**config.mk**
```make
export PLATFORM = sky130hd
export DESIGN_NAME = mat_mul_seq
export DESIGN_NICKNAME = d
export VERILOG_FILES = /design/src/rtl/mm_pkg.sv /design/src/rtl/mm_mac.sv /design/src/rtl/mat_mul_seq.sv
export SDC_FILE = /design/constraint.sdc
export NUM_CORES = 1
export LEC_CHECK = 0
export ABC_CLOCK_PERIOD_IN_PS = 7700
export CAP_MARGIN = 20
export CORE_MARGIN = 3
export CORE_UTILIZATION = 60
export CTS_BUF_LIST = sky130_fd_sc_hd__clkbuf_8
export CTS_CLUSTER_SIZE = 20
export DETAILED_ROUTE_END_ITERATION = 6
export HOLD_SLACK_MARGIN = 0.03
export PLACE_DENSITY = 0.79
export RECOVER_POWER = 25
export SLEW_MARGIN = 20
export SYNTH_ARGS = -nofsm -noshare
export SYNTH_HDL_FRONTEND = slang
export SYNTH_HIERARCHICAL = 1
export SYNTH_SLANG_ARGS = --single-unit
export TNS_END_PERCENT = 1
```
**constraint.sdc**
```tcl
create_clock -name clk -period 7.7 [get_ports clk]
set_input_delay 1.925 -clock clk [delete_from_list [all_inputs] [get_ports clk]]
set_output_delay 1.925 -clock clk [all_outputs]
set_load 0.05 [all_outputs]
```
**src/rtl/mm_pkg.sv**
```systemverilog
// Shared types and constants for the sequential matrix-multiply block.
// The FSM encoding, header address defaults and per-element cycle cost live here.
package mm_pkg;

    typedef enum logic [2:0] {
        IDLE,
        HDR,
        CHECK,
        RD_A,
        RD_B,
        MAC,
        WR,
        DONE
    } state_t;

    localparam int unsigned DEF_HDR_M     = 0;
    localparam int unsigned DEF_HDR_N     = 1;
    localparam int unsigned DEF_HDR_L     = 2;
    localparam int unsigned DEF_HDR_ABASE = 6;
    localparam int unsigned DEF_HDR_CBASE = 7;

    // Each inner-product term costs RD_A + RD_B + MAC.
    localparam int unsigned CYC_PER_MAC = 3;

endpackage

```
**src/rtl/mm_mac.sv**
```systemverilog
// Operand latches and wrapping multiply-accumulator for mat_mul_seq.
// The product uses the incoming B byte directly so latch and accumulate share one cycle.
module mm_mac #(
    parameter int unsigned DATA_WIDTH = 8
) (
    input  logic                      clk,
    input  logic                      rst,
    input  logic                      i_load_a,
    input  logic                      i_load_b,
    input  logic                      i_accumulate,
    input  logic                      i_clear,
    input  logic [DATA_WIDTH-1:0]     i_data,
    output logic [2*DATA_WIDTH-1:0]   o_acc
);

    logic [DATA_WIDTH-1:0]   r_a;
    logic [DATA_WIDTH-1:0]   r_b;
    logic [2*DATA_WIDTH-1:0] r_acc;
    logic [DATA_WIDTH-1:0]   w_b;
    logic [2*DATA_WIDTH-1:0] w_prod;

    assign w_b    = i_load_b ? i_data : r_b;
    assign w_prod = {{DATA_WIDTH{1'b0}}, r_a} * {{DATA_WIDTH{1'b0}}, w_b};
    assign o_acc  = r_acc;

    always_ff @(posedge clk or posedge rst) begin
        if (rst) begin
            r_a   <= '0;
            r_b   <= '0;
            r_acc <= '0;
        end else begin
            if (i_load_a) r_a <= i_data;
            if (i_load_b) r_b <= i_data;
            if (i_clear)
                r_acc <= '0;
            else if (i_accumulate)
                r_acc <= r_acc + w_prod;
        end
    end

endmodule

```
**src/rtl/mat_mul_seq.sv**
```systemverilog
// Memory-mastering sequencer computing C = A(m x n) * B(n x l), one MAC per three cycles.
// Results are written as little-endian 16-bit words; the write port is parked outside WR.
module mat_mul_seq
    import mm_pkg::*;
#(
    parameter int unsigned DATA_WIDTH = 8,
    parameter int unsigned ADDR_WIDTH = 8,
    parameter int unsigned HDR_M      = DEF_HDR_M,
    parameter int unsigned HDR_N      = DEF_HDR_N,
    parameter int unsigned HDR_L      = DEF_HDR_L,
    parameter int unsigned HDR_ABASE  = DEF_HDR_ABASE,
    parameter int unsigned HDR_CBASE  = DEF_HDR_CBASE,
    parameter int unsigned PARK_ADDR  = 2**ADDR_WIDTH - 2
) (
    input  logic                      clk,
    input  logic                      reset,
    input  logic                      start,
    output logic                      busy,
    output logic                      done,
    output logic                      err,
    output logic [ADDR_WIDTH-1:0]     mem_r_addr,
    input  logic [DATA_WIDTH-1:0]     mem_r_data,
    output logic                      mem_we,
    output logic [ADDR_WIDTH-1:0]     mem_w_addr,
    output logic [2*DATA_WIDTH-1:0]   mem_w_data
);

    localparam logic [DATA_WIDTH-1:0] D_ONE  = DATA_WIDTH'(1);
    localparam logic [ADDR_WIDTH-1:0] A_ONE  = ADDR_WIDTH'(1);
    localparam logic [ADDR_WIDTH-1:0] A_TWO  = ADDR_WIDTH'(2);
    localparam logic [ADDR_WIDTH-1:0] A_PARK = ADDR_WIDTH'(PARK_ADDR);

    state_t r_state, w_next;

    logic [2:0]              r_hcnt;
    logic [DATA_WIDTH-1:0]   r_m, r_n, r_l;
    logic [DATA_WIDTH-1:0]   r_i, r_j, r_k;
    logic [ADDR_WIDTH-1:0]   r_abase, r_cbase, r_bbase;
    logic [ADDR_WIDTH-1:0]   r_a_ptr, r_row_a, r_b_ptr, r_col_b, r_c_ptr;
    logic                    r_err;

    logic [ADDR_WIDTH-1:0]   w_n_a, w_l_a, w_bbase;
    logic                    w_zero, w_last_k, w_last_j, w_last_i;
    logic [2*DATA_WIDTH-1:0] w_acc;

    assign w_n_a    = ADDR_WIDTH'(r_n);
    assign w_l_a    = ADDR_WIDTH'(r_l);
    assign w_bbase  = r_abase + ADDR_WIDTH'(r_m) * w_n_a;
    assign w_zero   = (r_m == '0) || (r_n == '0) || (r_l == '0);
    assign w_last_k = (r_k == r_n - D_ONE);
    assign w_last_j = (r_j == r_l - D_ONE);
    assign w_last_i = (r_i == r_m - D_ONE);

    mm_mac #(
        .DATA_WIDTH (DATA_WIDTH)
    ) u_mac (
        .clk          (clk),
        .rst          (reset),
        .i_load_a     (r_state == RD_B),
        .i_load_b     (r_state == MAC),
        .i_accumulate (r_state == MAC),
        .i_clear      (((r_state == IDLE) && start) || (r_state == WR)),
        .i_data       (mem_r_data),
        .o_acc        (w_acc)
    );

    always_ff @(posedge clk or posedge reset) begin
        if (reset) r_state <= IDLE;
        else       r_state <= w_next;
    end

    always_comb begin
        w_next = r_state;
        case (r_state)
            IDLE:    if (start) w_next = HDR;
            HDR:     if (r_hcnt == 3'd5) w_next = CHECK;
            CHECK:   w_next = w_zero ? DONE : RD_A;
            RD_A:    w_next = RD_B;
            RD_B:    w_next = MAC;
            MAC:     w_next = w_last_k ? WR : RD_A;
            WR:      w_next = (w_last_j && w_last_i) ? DONE : RD_A;
            DONE:    w_next = IDLE;
            default: w_next = IDLE;
        endcase
    end

    always_comb begin
        busy       = (r_state != IDLE);
        done       = (r_state == DONE);
        err        = r_err;
        mem_we     = (r_state == WR);
        mem_w_addr = (r_state == WR) ? r_c_ptr : A_PARK;
        mem_w_data = (r_state == WR) ? w_acc : '0;
        mem_r_addr = '0;
        case (r_state)
            HDR: begin
                case (r_hcnt)
                    3'd0:    mem_r_addr = ADDR_WIDTH'(HDR_M);
                    3'd1:    mem_r_addr = ADDR_WIDTH'(HDR_N);
                    3'd2:    mem_r_addr = ADDR_WIDTH'(HDR_L);
                    3'd3:    mem_r_addr = ADDR_WIDTH'(HDR_ABASE);
                    3'd4:    mem_r_addr = ADDR_WIDTH'(HDR_CBASE);
                    default: mem_r_addr = '0;
                endcase
            end
            RD_A:    mem_r_addr = r_a_ptr;
            RD_B:    mem_r_addr = r_b_ptr;
            default: mem_r_addr = '0;
        endcase
    end

    // Running pointers replace a_base+i*n+k, b_base+k*l+j and c_base+2*(i*l+j).
    always_ff @(posedge clk or posedge reset) begin
        if (reset) begin
            r_hcnt  <= '0;
            r_m     <= '0;
            r_n     <= '0;
            r_l     <= '0;
            r_i     <= '0;
            r_j     <= '0;
            r_k     <= '0;
            r_abase <= '0;
            r_cbase <= '0;
            r_bbase <= '0;
            r_a_ptr <= '0;
            r_row_a <= '0;
            r_b_ptr <= '0;
            r_col_b <= '0;
            r_c_ptr <= '0;
            r_err   <= 1'b0;
        end else begin
            case (r_state)
                IDLE: begin
                    if (start) begin
                        r_err  <= 1'b0;
                        r_hcnt <= '0;
                        r_i    <= '0;
                        r_j    <= '0;
                        r_k    <= '0;
                    end
                end
                HDR: begin
                    r_hcnt <= r_hcnt + 3'd1;
                    case (r_hcnt)
                        3'd1:    r_m     <= mem_r_data;
                        3'd2:    r_n     <= mem_r_data;
                        3'd3:    r_l     <= mem_r_data;
                        3'd4:    r_abase <= ADDR_WIDTH'(mem_r_data);
                        3'd5:    r_cbase <= ADDR_WIDTH'(mem_r_data);
                        default: ;
                    endcase
                end
                CHECK: begin
                    if (w_zero) r_err <= 1'b1;
                    r_bbase <= w_bbase;
                    r_a_ptr <= r_abase;
                    r_row_a <= r_abase;
                    r_b_ptr <= w_bbase;
                    r_col_b <= w_bbase;
                    r_c_ptr <= r_cbase;
                end
                MAC: begin
                    if (!w_last_k) begin
                        r_k     <= r_k + D_ONE;
                        r_a_ptr <= r_a_ptr + A_ONE;
                        r_b_ptr <= r_b_ptr + w_l_a;
                    end
                end
                WR: begin
                    r_k     <= '0;
                    r_c_ptr <= r_c_ptr + A_TWO;
                    if (w_last_j) begin
                        r_j     <= '0;
                        r_i     <= r_i + D_ONE;
                        r_row_a <= r_row_a + w_n_a;
                        r_a_ptr <= r_row_a + w_n_a;
                        r_b_ptr <= r_bbase;
                        r_col_b <= r_bbase;
                    end else begin
                        r_j     <= r_j + D_ONE;
                        r_a_ptr <= r_row_a;
                        r_b_ptr <= r_col_b + A_ONE;
                        r_col_b <= r_col_b + A_ONE;
                    end
                end
                default: ;
            endcase
        end
    end

endmodule

```
==> impl_metrics.env <==
export IMPL_syn_inst=1319
export IMPL_cpMostUsedCell="fa_1"
export IMPL_r2r_start="r_state[0]$_DFFE_PP0P_"
export IMPL_synth_nets=1482
export IMPL_hpwl_um=22500
export IMPL_core_area_um2=19700
export IMPL_die_h_um=148
export IMPL_max_freq_mhz=150
export IMPL_fill_cells=1525
export IMPL_post_cts_resized=0
export IMPL_worst_ep_required_time_ns=8.07
export IMPL_drt_first_pass_iters=6
export IMPL_worst_slew_pin_slew_ns=1.94
export IMPL_synth_area_um2=12200
export IMPL_grt_pass1_wl_um=51200
export IMPL_ys_seq_elements=151
export IMPL_viasPerCell=6.07
export IMPL_finalMaxSlewViolations=43
export IMPL_yosysTopAreaCell="dfrtp_1"
export IMPL_drt_wl_total_um=30900
export IMPL_antenna_found_initial=0
export IMPL_yosysTopAreaCellShare_pct=31.0
export IMPL_grt_pass1_vias=9860
export IMPL_hold_class="reg -> reg"
export IMPL_cp_start_kind="input pin"
export IMPL_slowest_stage="dlygate4sd3_1"
export IMPL_rows=51
export IMPL_port_buffers=46
export IMPL_die_w_um=148
export IMPL_drc=0
export IMPL_wl_per_cell_um=19.0
export IMPL_nets=1510
export IMPL_dieArea_um2=22000
export IMPL_slew_headroom_pct=-29.6
export IMPL_path_cells="dlygate4sd3_1 -> clkbuf_1 -> mux2_1 -> nand2_1 -> fa_1 -> inv_1 -> fa_1 -> inv_1 -> fa_1 -> fa_1 -> inv_1 -> ha_1 -> o211a_1 -> o31ai_1 -> a21oi_1 -> or4_1 -> a32o_1"
export IMPL_synth_area_leaders="dfrtp_1 (31%), fa_1 (12%), ha_1 (8.4%)"
export IMPL_yosysWarnings=6
export IMPL_crit_fanout=9
export IMPL_grt_max_degree=74
export IMPL_gp_congestion=0.925
export IMPL_critPathArrivalTime_ns=7.05
export IMPL_path_delay_family="adder cells"
export IMPL_dr_total_vias=9860
export IMPL_drt_iter0_markers=853
export IMPL_rsz0062_at_grt="false"
export IMPL_cp_depth=17
export IMPL_ys_flop_type="dfrtp_1"
export IMPL_whs_ns=0.460
export IMPL_track_usage_pct=29.3
export IMPL_ioPinCount=47
export IMPL_reg2reg_depth=16
export IMPL_clock_skew_ns=0.0128
export IMPL_cts_buffers=17
export IMPL_initial_core_util_pct=61.8
export IMPL_synth_area_per_cell_um2=9.24
export IMPL_cts_root_buffer="clkbuf_8"
export IMPL_clk_insertion_delay_late_ns=0.47
export IMPL_clock_sinks=151
export IMPL_cp_endpoint="u_mac/o_acc[15]$_DFFE_PP0P_"
export IMPL_cts_tree="built"
export IMPL_overflow=0
export IMPL_status="finished, violations left"
export IMPL_synth_edf_count=0
export IMPL_setup_viol=0
export IMPL_setup_tns_ns=0
export IMPL_postCtsHoldBufs=0
export IMPL_yosysMostFrequentCell="inv_1"
export IMPL_violations="max-capacitance violations, max-slew violations"
export IMPL_crit_path_end_kind="flip-flop"
export IMPL_cts_setup_buffers=0
export IMPL_finalHoldViolCount=0
export IMPL_clk_pin_slew_ns=0.09
export IMPL_rrSetupSlack_ns=1.32
export IMPL_h_tree_depth=4
export IMPL_min_period_ns=6.68
export IMPL_drive_gt1_share_pct=7.87
export IMPL_rr_endpoint="u_mac/o_acc[15]$_DFFE_PP0P_"
export IMPL_max_stage_delay_ns=0.53
export IMPL_yosysUniqueCellTypes=80
export IMPL_synthArstFlopShare_pct=100
export IMPL_critPathLaunch="mem_r_data[1]"
export IMPL_synth_common_cells="inv_1 (165), dfrtp_1 (151), nand2_1 (141), ha_1 (82), fa_1 (70)"
export IMPL_worstSetupPathType="in -> reg"
export IMPL_yosysSeqAreaShare_pct=31.0
export IMPL_cap_violations=1
export IMPL_fin_crit_sh_pct=86.8
export IMPL_syn_to_final_growth_pct=9.20
export IMPL_num_antenna_cells=0
export IMPL_clockBufferDepth=2
export IMPL_antenna_left=0
export IMPL_worst_path_buf_inv=5
-- registers in the layout, summed over array words and instances (netlist names) --
name and flops:
err 1, r_a_ptr 8, r_abase 8, r_b_ptr 8
r_bbase 8, r_c_ptr 8, r_cbase 8, r_col_b 8
r_hcnt 3, r_i 8, r_j 8, r_k 8
r_l 8, r_m 8, r_n 8, r_row_a 8
r_state 3, u_mac/o_acc 16, u_mac/r_a 8, u_mac/r_b 8
-- worst min-delay path: cells and delay by family, from the launching register on --
family / cells / cell delay [ns]
flip-flops: 1 / 0.34
AND/OR/NAND/NOR: 2 / 0.10
-- how the worst min path moves through the flow --
stage	start	end	slack, ns	cells past startpoint
after global placement	r_cbase[0]$_DFFE_PP0P_	r_c_ptr[0]$_DFFE_PP0P_	0.45	2
after global routing	r_bbase[1]$_DFFE_PP0P_	r_bbase[1]$_DFFE_PP0P_	0.51	2
final	r_cbase[0]$_DFFE_PP0P_	r_c_ptr[0]$_DFFE_PP0P_	0.46	2
after floorplan	r_cbase[0]$_DFFE_PP0P_	r_c_ptr[0]$_DFFE_PP0P_	0.43	2
after CTS	r_cbase[0]$_DFFE_PP0P_	r_c_ptr[0]$_DFFE_PP0P_	0.47	2
after detailed placement	r_cbase[0]$_DFFE_PP0P_	r_c_ptr[0]$_DFFE_PP0P_	0.45	2
-- logic make-up (layout without fill, tap and decap cells) --
| family | count (synthesis) | after routing | share of synthesized area (%) |
|---|---|---|---|
| simple gates | 396 | 396 | 16.6 |
| compound gates | 240 | 240 | 12.7 |
| buf+inv | 222 | 263 | 7.00 |
| fa+ha+maj | 152 | 152 | 19.9 |
| flops | 151 | 151 | 31.0 |
| xor+xnor | 82 | 82 | 5.90 |
| mux | 76 | 76 | 6.79 |
-- per-stage QoR --
stage	util, %	cells	setup slack, ns	cell area [um2]
finish	67.5	1625	1.02	13300
global route	67.5	1625	0.827	13300
CTS	67.6	1625	1.42	13300
detailed placement	65.5	1593	0.962	12900
global placement	65.5	1593	1.01	12900
floorplan	-	1319	1.73	12200
-- routing by layer --
layer | global-route usage [%] | part of all wire (%) | vias up
met3 | 6.76 | 8.8 | 50
met1 | 40.8 | 43 | 4859
met4 | 9.01 | 2.0 | 0
li1 | - | - | 4508
met2 | 45.8 | 47 | 443
met5 | 0 | 0 | -
-- layout make-up --
cell class	count	area, um2	share of cell area, %
inverter	166	626	4.70
multi-input combinational	946	7570	56.9
clock inverter	14	181	1.36
clock buffer	18	248	1.86
timing repair buffer	65	566	4.25
tap	265	332	2.49
sequential	151	3780	28.4
-- cell usage in the layout (no fill, tap or decap), drive strengths merged, types with 7 or more instances in the layout --
| cell type | count |
|---|---|
| inv | 168 |
| dfrtp | 151 |
| nand2 | 142 |
| ha | 82 |
| fa | 70 |
| o21ai | 68 |
| xnor2 | 58 |
| a21oi | 57 |
| nor2 | 55 |
| mux2 | 53 |
| and2 | 43 |
| clkdlybuf4s50 | 36 |
| and3 | 32 |
| nand3 | 32 |
| clkbuf | 28 |
| xor2 | 24 |
| mux2i | 23 |
| nand2b | 17 |
| nor3 | 17 |
| a21o | 17 |
| or3 | 13 |
| o211ai | 12 |
| a22oi | 10 |
| dlygate4sd3 | 10 |
| o21a | 9 |
| buf | 9 |
| o31ai | 9 |
| nand4 | 8 |
| o22ai | 8 |
| a22o | 7 |
| nor2b | 7 |
| nor4 | 7 |
| clkinv | 7 |
Power is left out: the tool's default activity adds up to more than one toggle a clock period on the data nets, which glitch-free logic cannot reach.
==> edit 1 (config.mk and constraints unchanged) <==
The 8 states of `state_t` get a one-hot encoding in 8 bits.
--- a/src/rtl/mm_pkg.sv
+++ b/src/rtl/mm_pkg.sv
@@ -2,15 +2,15 @@
 // The FSM encoding, header address defaults and per-element cycle cost live here.
 package mm_pkg;
 
-    typedef enum logic [2:0] {
-        IDLE,
-        HDR,
-        CHECK,
-        RD_A,
-        RD_B,
-        MAC,
-        WR,
-        DONE
+    typedef enum logic [7:0] {
+        IDLE  = 8'b00000001,
+        HDR   = 8'b00000010,
+        CHECK = 8'b00000100,
+        RD_A  = 8'b00001000,
+        RD_B  = 8'b00010000,
+        MAC   = 8'b00100000,
+        WR    = 8'b01000000,
+        DONE  = 8'b10000000
     } state_t;
 
     localparam int unsigned DEF_HDR_M     = 0;
Check against the original RTL: no difference found for any inputs over 10 cycles, from zero or initial values and one cycle with reset high; not proved beyond that.
==> edit 1 against the original RTL <==
The run still ends with capacitance limit, slew limit left; sequential share of layout area grew 0.74 points; global-route usage grew 0.55 points; setup slack got worse by 0.069 ns; cell area up 0.68%; final cell count up 0.12%; clock skew is 0.0057 ns higher; area after synthesis up 1.3%; utilization about the same; critical path depth stayed put; sequential cell count increased by 5; routed wire length rose by 3.4%.
==> edit 1: results (changes against the original RTL) <==
Logic synthesis
  • Main synth FF type: dfrtp_1
  • Register area share after synthesis: 0.316 (+0.00628)
  • Synth area leaders: dfrtp_1 (31%), fa_1 (11%), ha_1 (8.3%)
  • Synth unique cells: 87 (+8.8%)
  • Synth warn: 6 (unchanged)
  • Syn nets: 1479 (-0.20%)
  • Top post-synthesis cells by count: nand2_1 (168), inv_1 (164), dfrtp_1 (155)
  • Async set-reset flop share out of synthesis: 1.00 (unchanged)

Clock network
  • CTS clock-pin slew for the worst setup and hold paths: 0.09 ns (about the same)
  • Setup Fix Bufs, Post-CTS: 0 (unchanged)
  • Cts bufs inserted: 17 (unchanged)
  • CTS Buffer Depth: 2 (unchanged)
  • CTS hold repair buffers: 0 (unchanged)
  • H-tree depth: 4 (unchanged)
  • Worst-skew pair later-pin latency: roughly 0.48 ns
  • Post-CTS sizing: 0 (unchanged)
  • Clock Root Buffer: clkbuf_8

Placed design
  • Count of input and output buffers: 46 (unchanged)
  • GP Congestion: 1.01 (+9.1%)
  • Setup Slack @ Placement: 0.869 ns (-0.0932 ns)
  • DP Area: 0.0130 mm² (+0.73%)
  • DP HPWL: 23600 µm (+4.6%)

Routing
  • Routed wl met3: 2280 µm (-16%)
  • DRT met1 WL: 13500 µm (+2.1%)
  • Met2 wire len: 15100 µm (+5.1%)
  • Vias: 9882 (+0.22%)
  • Drt initial violations: 791 (-7.3%)
  • First-pass DRT Iterations: 6 (unchanged)
  • DR top layer: met5
  • Final WL: 32000 µm (+3.4%)

Power and ir drop
  • VDD IR-drop max: roughly 0.48 mV
  • Leakage power: 6.48 nW

STA
  • Final Skew: 0.0185 ns (+0.00572 ns)
  • Pins Over Slew Limit: 108 (+150%)
  • Slew margin rel.: -1.44 (-1.15)

Final layout
  • Share of layout cells above drive strength 1: 0.0860 (+0.00729)
  • Filler cell count: 1576 (+3.3%)
  • Max reg flops: 16 (unchanged)

Global route
  • First-pass GRT wire length: 51800 µm (+1.3%)
  • Initial antenna violation count: 2 (+2)
  • Total GRT Usage: 0.298 (+0.00554)
  • Total grt overflow: 0 (unchanged)
  • Largest net degree at the start of global routing: 81 (+9.5%)

Worst setup path
  • Top delay family on crit path: adder cells
  • Arr. time, crit path: 7.12 ns (+0.07 ns)
  • Worst-path maximum fanout: 9 (unchanged)
  • Slowest-stage cell, CP: dlygate4sd3_1
  • Largest stage delay on the critical path: about 0.52 ns

Status
  • Failing checks: capacitance limit, slew limit
  • Outcome: complete, but fails checks

Worst hold path
  • HP Class: reg2reg

Run
  • Max cap viols: 2 (+1)
edit 1: cell count changes after synthesis, moves of 19 or more:
| cell | unedited run | this run |
|---|---|---|
| and2_1 | 42 | 62 |
| a21oi_1 | 57 | 34 |
| o21ai_0 | 65 | 34 |
| and3_1 | 31 | 8 |
| nor2_1 | 54 | 73 |
| nand2_1 | 141 | 168 |
edit 1: tightest hold or removal path, delay by kind of cell (launching register included):
| family | cells | cell delay [ns] |
|---|---|---|
| simple gates | 2 | 0.10 |
| flops | 1 | 0.36 |
edit 1: layer usage:
metal / up-vias / track usage
met5: - / 0
met4: 2 / 0.119
met3: 83 / 0.0495
met2: 426 / 0.478
met1: 4865 / 0.407
li1: 4506 / -
edit 1: final timing paths:
kind,startpoint,end,slack [ns],cells past startpoint
max in group asynchronous,reset,r_i[7],2.90,3
setup / recovery,mem_r_data[7],u_mac/o_acc[15],0.95,17
hold / removal,r_cbase[0],r_c_ptr[0],0.48,2
hold reg to reg,r_cbase[0],r_c_ptr[0],0.48,2
setup reg to reg,r_state[1],u_mac/o_acc[15],1.56,19
min in group asynchronous,reset,u_mac/o_acc[2],1.85,2
edit 1: kinds of logic after synthesis:
logic type | count (synthesis) | share of synthesized area
AND/OR/NAND/NOR | 444 | 0.179
XOR/XNOR | 83 | 0.0600
flip-flops | 156 | 0.316
multiplexers | 68 | 0.0600
buffers and inverters | 213 | 0.0705
adder cells (fa/ha/maj) | 152 | 0.197
AO/OA/AOI/OAI | 200 | 0.117
edit 1: cell type report:
type | count | area (µm²) | area share
multi-input cells | 947 | 7560 | 0.565
flip-flops and latches | 156 | 3910 | 0.292
inverters | 165 | 621 | 0.0463
repair buffers | 61 | 558 | 0.0417
well taps | 265 | 332 | 0.0248
clock buffers | 19 | 262 | 0.0195
clock inverters | 13 | 149 | 0.0111
diodes | 1 | 2.50 | 0.000187
edit 1: where the power goes:
| part | switching [W] | total (W) | internal [W] |
|---|---|---|---|
| sequential | 0.000292 | 0.00126 | 0.000963 |
| clock | 0.000362 | 0.000650 | 0.000287 |
| combinational | 0.00191 | 0.00332 | 0.00141 |
| total | 0.00257 | 0.00522 | 0.00266 |
edit 1: through the flow:
| stage | util | hold slack, ns | instances |
|---|---|---|---|
| floorplan | - | 0.433 | 1316 |
| global placement | 0.655 | 0.445 | 1594 |
| detailed placement | 0.655 | 0.457 | 1594 |
| CTS | 0.676 | 0.479 | 1626 |
| global route | 0.675 | 0.520 | 1626 |
| finish | 0.675 | 0.481 | 1627 |
==> edit 2 (config.mk and constraints unchanged) <==
Without the edit above. `DATA_WIDTH` is set to 8 in 2 places; all go to 7.
--- a/src/rtl/mm_mac.sv
+++ b/src/rtl/mm_mac.sv
@@ -1,7 +1,7 @@
 // Operand latches and wrapping multiply-accumulator for mat_mul_seq.
 // The product uses the incoming B byte directly so latch and accumulate share one cycle.
 module mm_mac #(
-    parameter int unsigned DATA_WIDTH = 8
+    parameter int unsigned DATA_WIDTH = 7
 ) (
     input  logic                      clk,
     input  logic                      rst,
--- a/src/rtl/mat_mul_seq.sv
+++ b/src/rtl/mat_mul_seq.sv
@@ -3,7 +3,7 @@
 module mat_mul_seq
     import mm_pkg::*;
 #(
-    parameter int unsigned DATA_WIDTH = 8,
+    parameter int unsigned DATA_WIDTH = 7,
     parameter int unsigned ADDR_WIDTH = 8,
     parameter int unsigned HDR_M      = DEF_HDR_M,
     parameter int unsigned HDR_N      = DEF_HDR_N,
Ports: changed (resized mem_r_data and mem_w_data); port bits go from 47 to 44. No check against the original RTL was run, so the function may have changed too.
==> edit 2 against the original RTL <==
The run still ends with capacitance limit, slew limit left; sequential cell count shrank 12; area after synthesis shrank 11%; setup slack gained 0.054 ns; worst hold slack gained 0.021 ns; cell area shrank 11%; die area shrank 11%; routed wire length shrank 13%; first-iteration DRC count shrank 14%; largest cell class unchanged; highest routed layer unchanged.
Power is not shown: default switching activity piles up to over one toggle a cycle in this logic, so the estimate is an artifact.
==> edit 2: results (changes against the original RTL) <==
Clock network
  • Setup Fix Bufs, Post-CTS: 0 (unchanged)
  • Clock Root Buffer: clkbuf_8
  • CTS hold repair buffers: 0 (unchanged)
  • CTS Buffer Depth: 2 (unchanged)
  • CTS clock-pin slew for the worst setup and hold paths: 0.09 ns (about the same)
  • H-tree depth: 4 (unchanged)
  • Worst-skew pair later-pin latency: 0.45 ns (-0.02 ns)
  • Cts bufs inserted: 17 (unchanged)
  • Post-CTS sizing: 0 (unchanged)

Status
  • Outcome: complete, but fails checks
  • Failing checks: capacitance limit, slew limit

Worst hold path
  • Hold_sp: r_bbase[0]
  • Hold EP: r_bbase[0]
  • HP Class: reg2reg
  • Hold depth: 2 (unchanged)

STA
  • Final hold violations: 0 (unchanged)
  • Pins Over Slew Limit: 85 (+98%)
  • Least-Margin Pin Slew: 2.49 ns (+0.547 ns)
  • Final Skew: 0.0177 ns (+0.00495 ns)

Logic synthesis
  • Main synth FF type: dfrtp_1
  • Synth unique cells: 70 (-13%)
  • Synth area leaders: dfrtp_1 (32%), fa_1 (10%), ha_1 (9.3%)
  • Synth warn: 6 (unchanged)
  • Syn nets: 1301 (-12%)
  • Top post-synthesis cells by count: nand2_1 (142), dfrtp_1 (139), inv_1 (113)
  • Register area share after synthesis: 0.323 (+0.0124)
  • Async set-reset flop share out of synthesis: 1.00 (unchanged)

Placed design
  • GP Congestion: 0.912 (-1.4%)
  • Count of input and output buffers: 43 (-6.5%)
  • DP HPWL: 20000 µm (-11%)

Global route
  • Total GRT Usage: 0.284 (-0.00834)
  • First-pass GRT wire length: 44900 µm (-12%)
  • Largest net degree at the start of global routing: 58 (-22%)
  • Initial antenna violation count: 0 (unchanged)
  • Vias in the first global route: 8825 (-10%)

Worst setup path
  • Worst reg-to-reg path cell count: 20 (+4)
  • Crit path launch: r_state[0]
  • R2R Path End: u_mac/o_acc[13]
  • Top delay family on crit path: adder cells
  • Arr. time, crit path: 6.97 ns (-0.08 ns)
  • R2R setup slack: 1.07 ns (-0.25 ns)
  • Worst-path maximum fanout: 15 (+6)
  • Slowest-stage cell, CP: fa_1
  • Largest stage delay on the critical path: 0.54 ns

Routing
  • Vias: 8605 (-13%)
  • WL/cell: 18.9 µm (-0.91%)
  • First-pass DRT Iterations: 5 (-1)
  • Drt initial violations: 735 (-14%)

Final layout
  • Filler cell count: 1377 (-9.7%)
  • Share of layout cells above drive strength 1: 0.0824 (+0.00375)
  • Max reg flops: 14 (-2)
  • Ant. Diodes: 0 (unchanged)

Run
  • Max cap viols: 2 (+1)
==> edit 2: cell type report <==
type                    count  share of cell area
well taps                 225              0.0239
flip-flops and latches    139               0.295
inverters                 114              0.0364
repair buffers             59              0.0444
multi-input cells         857               0.569
clock inverters            14              0.0107
clock buffers              18              0.0210
==> edit 2: metrics by stage <==
stage          area (µm²)  setup slack [ns]  cells  hold WS [ns]
2_1_floorplan       10800              1.82   1155         0.435
3_3_place_gp        11400              1.04   1394         0.461
3_5_place_dp        11500             0.935   1394         0.464
4_1_cts             11800              1.13   1426         0.485
5_1_grt             11800             0.722   1426         0.521
6_report            11800              1.07   1426         0.481
==> edit 2: kinds of logic after synthesis <==
group	Yosys count	share of synthesized area
adders and majority gates	136	0.197
and+or+nand+nor	373	0.169
buffers and inverters	159	0.0567
muxes	66	0.0667
DFF	139	0.323
xor gates and xnor gates	75	0.0609
AOI/OAI and AO/OA	207	0.127
==> edit 2: metal layers <==
metal	track usage	vias up	wire length, µm
met5	0	-	0
met4	0.116	0	997
met3	0.0341	61	1480
met2	0.490	307	13500
met1	0.366	4210	10900
li1	-	4027	-
==> edit 2: worst max path at each step <==
stage,cells after the start,endpoint,slack (ns)
finish,20,u_mac/o_acc[13],1.07
global route,20,u_mac/o_acc[13],0.72
CTS,20,u_mac/o_acc[13],1.13
detailed placement,16,u_mac/o_acc[12],0.93
global placement,16,u_mac/o_acc[12],1.04
floorplan,16,u_mac/o_acc[13],1.82
